File: src/rtl/fb_read_arbiter.sv
// Frame-buffer read-port arbiter: VGA scan-out owns the port while active,
// and a secondary reader drains bursts into the idle gaps with a tagged return path.
`timescale 1ns/1ps
module fb_read_arbiter #(
    parameter int ADDR_W   = 17,
    parameter int DATA_W   = 12,
    parameter int FB_DEPTH = 76800,
    parameter int RD_LAT   = 2
) (
    input  logic              clk,
    input  logic              reset,
    input  logic              vga_active,
    input  logic [ADDR_W-1:0] vga_addr,
    output logic [ADDR_W-1:0] fb_rdaddress,
    input  logic [DATA_W-1:0] fb_q,
    output logic [DATA_W-1:0] vga_q,
    input  logic              hst_req,
    input  logic [ADDR_W-1:0] hst_addr,
    input  logic [7:0]        hst_len,
    output logic              hst_ack,
    output logic [DATA_W-1:0] hst_data,
    output logic              hst_valid,
    output logic              hst_busy,
    output logic              hst_done,
    output logic [1:0]        o_dbg_state
);

    typedef enum logic [1:0] {
        IDLE  = 2'd0,
        BURST = 2'd1,
        DRAIN = 2'd2
    } state_t;

    localparam logic [ADDR_W:0]   DEPTH_X   = (ADDR_W+1)'(FB_DEPTH);
    localparam logic [ADDR_W-1:0] LAST_ADDR = ADDR_W'(FB_DEPTH - 1);

    state_t              r_state;
    logic [ADDR_W-1:0]   r_cur_addr;
    logic [7:0]          r_remaining;
    logic [RD_LAT-1:0]   r_tag;
    logic                r_valid;
    logic                r_done;
    logic [DATA_W-1:0]   r_data;

    logic                w_accept;
    logic                w_issue;
    logic                w_tag_exit;
    logic [ADDR_W-1:0]   w_start_addr;
    logic [ADDR_W-1:0]   w_next_addr;

    // Acceptance is suppressed during reset so the ack never announces a burst that reset discards.
    assign w_accept     = (r_state == IDLE) && hst_req && (hst_len != 8'd0) && !reset;
    assign w_issue      = (r_state == BURST) && !vga_active;
    assign w_tag_exit   = r_tag[RD_LAT-1];
    assign w_start_addr = ({1'b0, hst_addr} >= DEPTH_X) ? '0 : hst_addr;
    assign w_next_addr  = (r_cur_addr == LAST_ADDR) ? '0 : r_cur_addr + ADDR_W'(1);

    always_comb begin
        fb_rdaddress = '0;
        if (vga_active) begin
            fb_rdaddress = vga_addr;
        end else if (w_issue) begin
            fb_rdaddress = r_cur_addr;
        end
    end

    assign vga_q       = fb_q;
    assign hst_ack     = w_accept;
    assign hst_valid   = r_valid;
    assign hst_data    = r_data;
    assign hst_done    = r_done;
    assign hst_busy    = (r_state != IDLE);
    assign o_dbg_state = r_state;

    always_ff @(posedge clk) begin
        if (reset) begin
            r_state     <= IDLE;
            r_cur_addr  <= '0;
            r_remaining <= '0;
            r_tag       <= '0;
            r_valid     <= 1'b0;
            r_done      <= 1'b0;
            r_data      <= '0;
        end else begin
            // Tag bit follows each issued read through the RAM pipeline; its exit marks fb_q as ours.
            r_tag   <= (r_tag << 1) | RD_LAT'(w_issue);
            r_valid <= w_tag_exit;
            if (w_tag_exit) begin
                r_data <= fb_q;
            end
            r_done <= 1'b0;

            case (r_state)
                IDLE: begin
                    if (w_accept) begin
                        r_cur_addr  <= w_start_addr;
                        r_remaining <= hst_len;
                        r_state     <= BURST;
                    end
                end
                BURST: begin
                    if (w_issue) begin
                        r_cur_addr  <= w_next_addr;
                        r_remaining <= r_remaining - 8'd1;
                        if (r_remaining == 8'd1) begin
                            r_state <= DRAIN;
                        end
                    end
                end
                DRAIN: begin
                    // Tags empty means the final word is on hst_valid now; done follows it.
                    if (r_done) begin
                        r_state <= IDLE;
                    end else if (r_tag == '0) begin
                        r_done <= 1'b1;
                    end
                end
                default: begin
                    r_state <= IDLE;
                end
            endcase
        end
    end

endmodule
File: config.mk
export PLATFORM = sky130hd
export DESIGN_NAME = fb_read_arbiter
export DESIGN_NICKNAME = d
export VERILOG_FILES = /design/src/rtl/fb_read_arbiter.sv
export SDC_FILE = /design/constraint.sdc
export NUM_CORES = 1
export LEC_CHECK = 0
export CAP_MARGIN = 20
export CORE_MARGIN = 5
export CORE_UTILIZATION = 44
export DETAILED_ROUTE_END_ITERATION = 16
export PLACE_DENSITY = 0.92
export SLEW_MARGIN = 20
export SYNTH_ARGS = -nofsm -noshare
export SYNTH_HDL_FRONTEND = slang
export SYNTH_SLANG_ARGS = --single-unit
File: constraint.sdc
create_clock -name clk -period 2 [get_ports clk]
set_clock_uncertainty 0.05 [all_clocks]
set_input_delay 0.2 -clock clk [delete_from_list [all_inputs] [get_ports clk]]
set_output_delay 0.2 -clock clk [all_outputs]
set_load 0.03 [all_outputs]
Word level (Yosys, flattened, before mapping)
Cells that the tools add are included.

Muxes and demuxes: 16. Bitwise operators: 2. Eq/ne operators: 8. Order comparisons: 1. Add/sub/neg operators: 2. Reduce and logical (&&, ||, !) cells: 14.

Operators with widths (count): 2-to-1 mux 17 bit (6); case mux 17 bit (2 select lines) (1); adder 17 x 1 -> 17 bit, second input constant (1); equality test 17 bit, second input constant (1); >= comparator 17 bit, second input constant (1); 2-to-1 mux 8 bit (2); case mux 8 bit (2 select lines) (1); equality test 8 x 1 -> 1 bit, second input constant (1); 2-to-1 mux 2 bit (4); nonzero test 8 bit (1); subtractor 8 x 1 -> 8 bit, second input constant (1); != test 2 bit, second input constant (3); case mux 2 bit (3 select lines) (1); logical AND 1 bit (4); logical NOT 2 bit (2); AND reduction 4 bit (1); nonzero test 2 bit (2); AND reduction 3 bit (1); OR reduction 3 bit (1); equality test 2 x 1 -> 1 bit, second input constant (1); equality test 2 bit, second input constant (1); logical NOT 1 bit (2); != test 2 x 1 -> 1 bit, second input constant (1); bitwise OR 2 x 1 -> 2 bit (1); other kinds (2) (2).

Input port bits: 58. Flip-flop bits (word level): 43. Output and inout port bits: 47.

Logic depth before layout (Yosys ltp)
Depth after elaboration: 6. Gate-level depth with buffers: 7. Depth with buffers taken out: 7.

Least setup slack after synthesis
No wires, ideal clock.

Kind: register to output. From: reg r_state[0] (netlist: o_dbg_state[0]). To: out fb_rdaddress[12]. Stages on the path, launching flop included: 6. Data arrival time: 2003 ps. Data required time: 1750 ps. Path slack: -253 ps. Cell sequence: dfxtp_1 -> nor2b_1 -> buf_2 -> buf_1 -> nand2_1 -> o21ai_0.

Longest elaborated chain between the ends: 4.

RTL lines: from (decl) (line 37) `state_t r_state;`; from (signal assigned) (line 77) `r_state <= IDLE;`; from (signal assigned) (line 98) `r_state <= BURST;`; from (signal assigned) (line 106) `r_state <= DRAIN;`; equality test 2 x 1 -> 1 bit (line 53) `assign w_issue = (r_state == BURST) && !vga_active;`; logical AND 1 bit (line 53); 2-to-1 mux 17 bit (line 62) `end else if (w_issue) begin`; 2-to-1 mux 17 bit (line 60) `if (vga_active) begin`; to (decl) (line 14) `output logic [ADDR_W-1:0] fb_rdaddress,`.

No other way between the ends.

Worst setup path in the final report
From: reg r_state[0] (netlist: o_dbg_state[0]). To: reg r_cur_addr[8].

Longest elaborated chain between the ends: 6. Elaborated cells on any way between the ends: 11. Those cells by class: eq/ne (3); mux (1); reduce/logical (7).

RTL lines: logical NOT 2 bit (line 52, 93); logical AND 1 bit (3 in a row) (line 52) `assign w_accept = (r_state == IDLE) && hst_req && (hst_len != 8'd0) && !reset;`; != test 2 bit (no line); AND reduction 3 bit (no line); to (signal assigned) (line 96) `r_cur_addr <= w_start_addr;`; to (signal assigned) (line 103) `r_cur_addr <= w_next_addr;`; to (decl) (line 38) `logic [ADDR_W-1:0] r_cur_addr;`.

Several ways; a longest one is shown, not always the timed one. A chain may end at the register's enable or synchronous reset.

==> metrics.md <==
| Metric | Value |
|---|---|
| Final Critical Period | 1.869 ns |
| Worst-path clk slew | 0.09 ns |
| Die X | 87.19 um |
| YS warnings | 0 |
| IO buf count | about 100 |
| Mapped Area | approximately 2600 um2 |
| Ys async rst share | 0% |
| Layout cells sized above 1 | 18.08% |
| Setup Buffers After CTS | 0 |
| Clock Sinks | 43 |
| Finish-stage setup viols | 0 |
| Place WS | -0.1653 ns |
| Die area | 7601 um2 |
| Row Count | 28 |
| Hpwl dp | 6193 um |
| Simple-gate share of the synthesized area | roughly a quarter |
| Largest net degree at the start of global routing | 42 |
| WL per Instance | 15.63 um |
| Seq/Total Area, Yosys | 32.84% |
| Vias | about 3,000 |
| Die Y | 87.19 um |
| Largest family of logic cells by synthesized area | compound AO/OA/AOI/OAI gates |
| Via density | 5.757 |
| Relative slew slack | 51.48% |
| Total Power | between 2 and 2.5 mW |
| Fin util | between 60 and 70% |
| Tcrit/Tclk final | 93.45% |
| Max Slew Vio Count | 0 |
| Post-layout nets | a little over 500 |
| Total Wirelength | between 8000 and 9000 um |
| Multiplexer share of the synthesized area | approximately 4.6% |
| Worst EP required | 2.14 ns |
| Layout fillers | about 450 |
| Final non-filler cell total | 523 |
| P_leak | ~1.5 nW |
| Vias in the first global route | roughly 3,100 |
| Initial antenna violation count | 0 |
| FF+latch count, synth | 43 |
| Cts bufs inserted | 5 |
| Total global routing track utilization | between 20% and 30% |
| Synth Area in Compound Gates | around 26% |
| Iter 0 DRT Violations | 210 |
| Crit end category | register |
| Worst EP arrival | approximately 2.0 ns |
| PwrDens | around 630 nW/um2 |
| Outcome | finished, final reports clean |
| FMAX | 0.5351 GHz |
| Xor and xnor area share after synthesis | 0.6683% |
| Syn Area/Cell | between 7 and 8 um2 |
| Setup ws final | approximately 0.13 ns |
| Max rail drop VDD | 0.3645 mV |
| Cells on worst reg2reg path | 7 |
| DRC violations left | 0 |
| Area grow syn2layout | 49.26% |
| CP max FO | 7 |
| Pre-Repair DR Iteration Count | 4 |
| Fin. Hold Viols | 0 |
| Clock latency on the worst-skew pair | 0.30 ns |
| Io pins | between 100 and 150 |
| Worst Hold Class | register to register |
| Post-route ant nets | 0 |
| First-pass GRT wire length | 13,670 um |
| CTS Buffer Depth | 2 |
| Ant. Diodes | 0 |
| Post-Synth Adder-Cell Area | about 1.4% |
| Inst Count DP | 515 |
| Post-synth cell types | 53 |
| CTS Root Cell | clkbuf_8 |
| Core area | between 5000 and 6000 um2 |
| Max-Cap Viols | 0 |
| Gpl congestion | between 0.9 and 1 |
| Most used DFF post-synth | dfxtp_1 |
| GRT overflow | 0 |
| Setup CP Type | register to register |
| Initial Utilization | 44.80% |
| Startpoint class of the critical path | register |
| Post-synth EDFFs | 0 |
| Post-Syn Instances | 344 |
| RSZ-0062 raised after global routing | false |
| CTS tree | yes |
| Syn Nets | 405 |
| Measured slew at the worst slew-check pin | 0.7269 ns |
| Max H-tree Level | 2 |
| WHS Path Cells | 1 |
-- kinds of logic (layout without fill, tap and decap cells) --
logic type | count (synthesis) | after routing
XOR/XNOR | 2 | 2
adder cells (fa/ha/maj) | 3 | 3
buffers and inverters | 47 | 151
AND/OR/NAND/NOR | 143 | 143
AO/OA/AOI/OAI | 94 | 94
multiplexers | 12 | 12
flip-flops | 43 | 43
-- timing repair --
action                                  4_1_cts  5_1_grt
endpoints found under the setup margin        0        3
resized for setup                             0        2
hold buffers                                  0        0
-- Yosys cell counts, drive strengths merged, types with 3 or more instances --
cell,number,area (um2)
a211oi,8,60.06
a21oi,20,107.6
a221oi,5,50.04
a31oi,3,18.77
a32o,7,70.07
and3,4,25.02
buf,22,143.9
clkbuf,14,52.55
dfxtp,43,860.8
ha,3,37.54
inv,10,37.54
mux2i,12,120.1
nand2,63,236.5
nand2b,3,18.77
nand3,8,40.04
nand4,5,37.53
nor2,34,135.1
nor2b,4,25.02
nor3,8,45.04
nor4,9,68.81
o21ai,23,118.9
o31ai,7,52.55
o32ai,3,26.28
-- placed cells by master, fill, tap and decap left out, types with 4 or more instances in the layout --
cell type        Yosys  final
and3_1               4      4
nor2_1              33     33
inv_1               10     10
nor3_1               7      7
clkdlybuf4s50_1      0     86
clkbuf_8             0      5
nand2_1             63     63
a21oi_1             18     18
buf_4               12     44
dfxtp_1             43     41
nand4_1              4      4
nand3_1              8      8
o21ai_0             22     12
o21ai_2              1     10
a211oi_1             8      8
a32o_1               7      7
nor4_1               7      7
o31ai_1              7      6
mux2i_1             12     12
-- metrics by stage --
step	instance area (um2)	setup TNS (ns)	hold slack, ns
after global placement	3791	-0.9939	0.3586
after floorplan	2685	-1.019	0.2973
after global routing	3913	0	0.3840
after detailed placement	3791	-1.746	0.3590
after CTS	3904	0	0.3735
final	3913	0	0.3706
-- state kept, by name (all words and copies together), names as in the netlist --
name,cells
hst_valid,1
r_cur_addr,17
hst_done,1
r_tag,2
o_dbg_state,2
hst_data,12
r_remaining,8
-- area by class of cell --
class | instances | area [um2] | share of cell area, %
Inverter | 11 | 41.29 | 1.055
Clock buffer | 5 | 68.82 | 1.759
Sequential cell | 43 | 865.8 | 22.13
Clock inverter | 3 | 43.79 | 1.119
Timing Repair Buffer | 132 | 1222 | 31.24
Tap cell | 75 | 93.84 | 2.398
Multi-Input combinational cell | 254 | 1577 | 40.29
-- power by group --
group / internal, mW / switching (mW)
sequential: 0.908 / 0.0571
clock: 0.372 / 0.322
combinational: 0.373 / 0.433
-- worst paths after layout --
path                               startpoint                    endpoint  slack, ns
hold reg to reg           r_tag[0]$_SDFF_PP0_         hst_done$_SDFF_PP0_       0.37
setup / recovery  o_dbg_state[0]$_SDFFE_PP0P_  r_cur_addr[8]$_SDFFE_PP0P_       0.13
setup reg to reg  o_dbg_state[0]$_SDFFE_PP0P_  r_cur_addr[8]$_SDFFE_PP0P_       0.13
hold / removal            r_tag[0]$_SDFF_PP0_         hst_done$_SDFF_PP0_       0.37
-- worst max-delay path: stages (launching register included) --
cell	delay, ns
dfxtp_4	0.37
or2_4	0.26
a2111oi_4	0.33
nor2_4	0.08
buf_4	0.17
buf_4	0.14
a21o_1	0.14
a32o_1	0.22
-- per-layer routing --
metal / vias up / wire [um] / track usage, %
met2: 151 / 3975 / 38.16
met4: 0 / 148 / 6.276
met1: 1394 / 3307 / 26.15
li1: 1444 / - / -
met3: 22 / 740 / 5.676
met5: - / 0 / 0
Note: power is estimated with default switching activity, not from simulation.
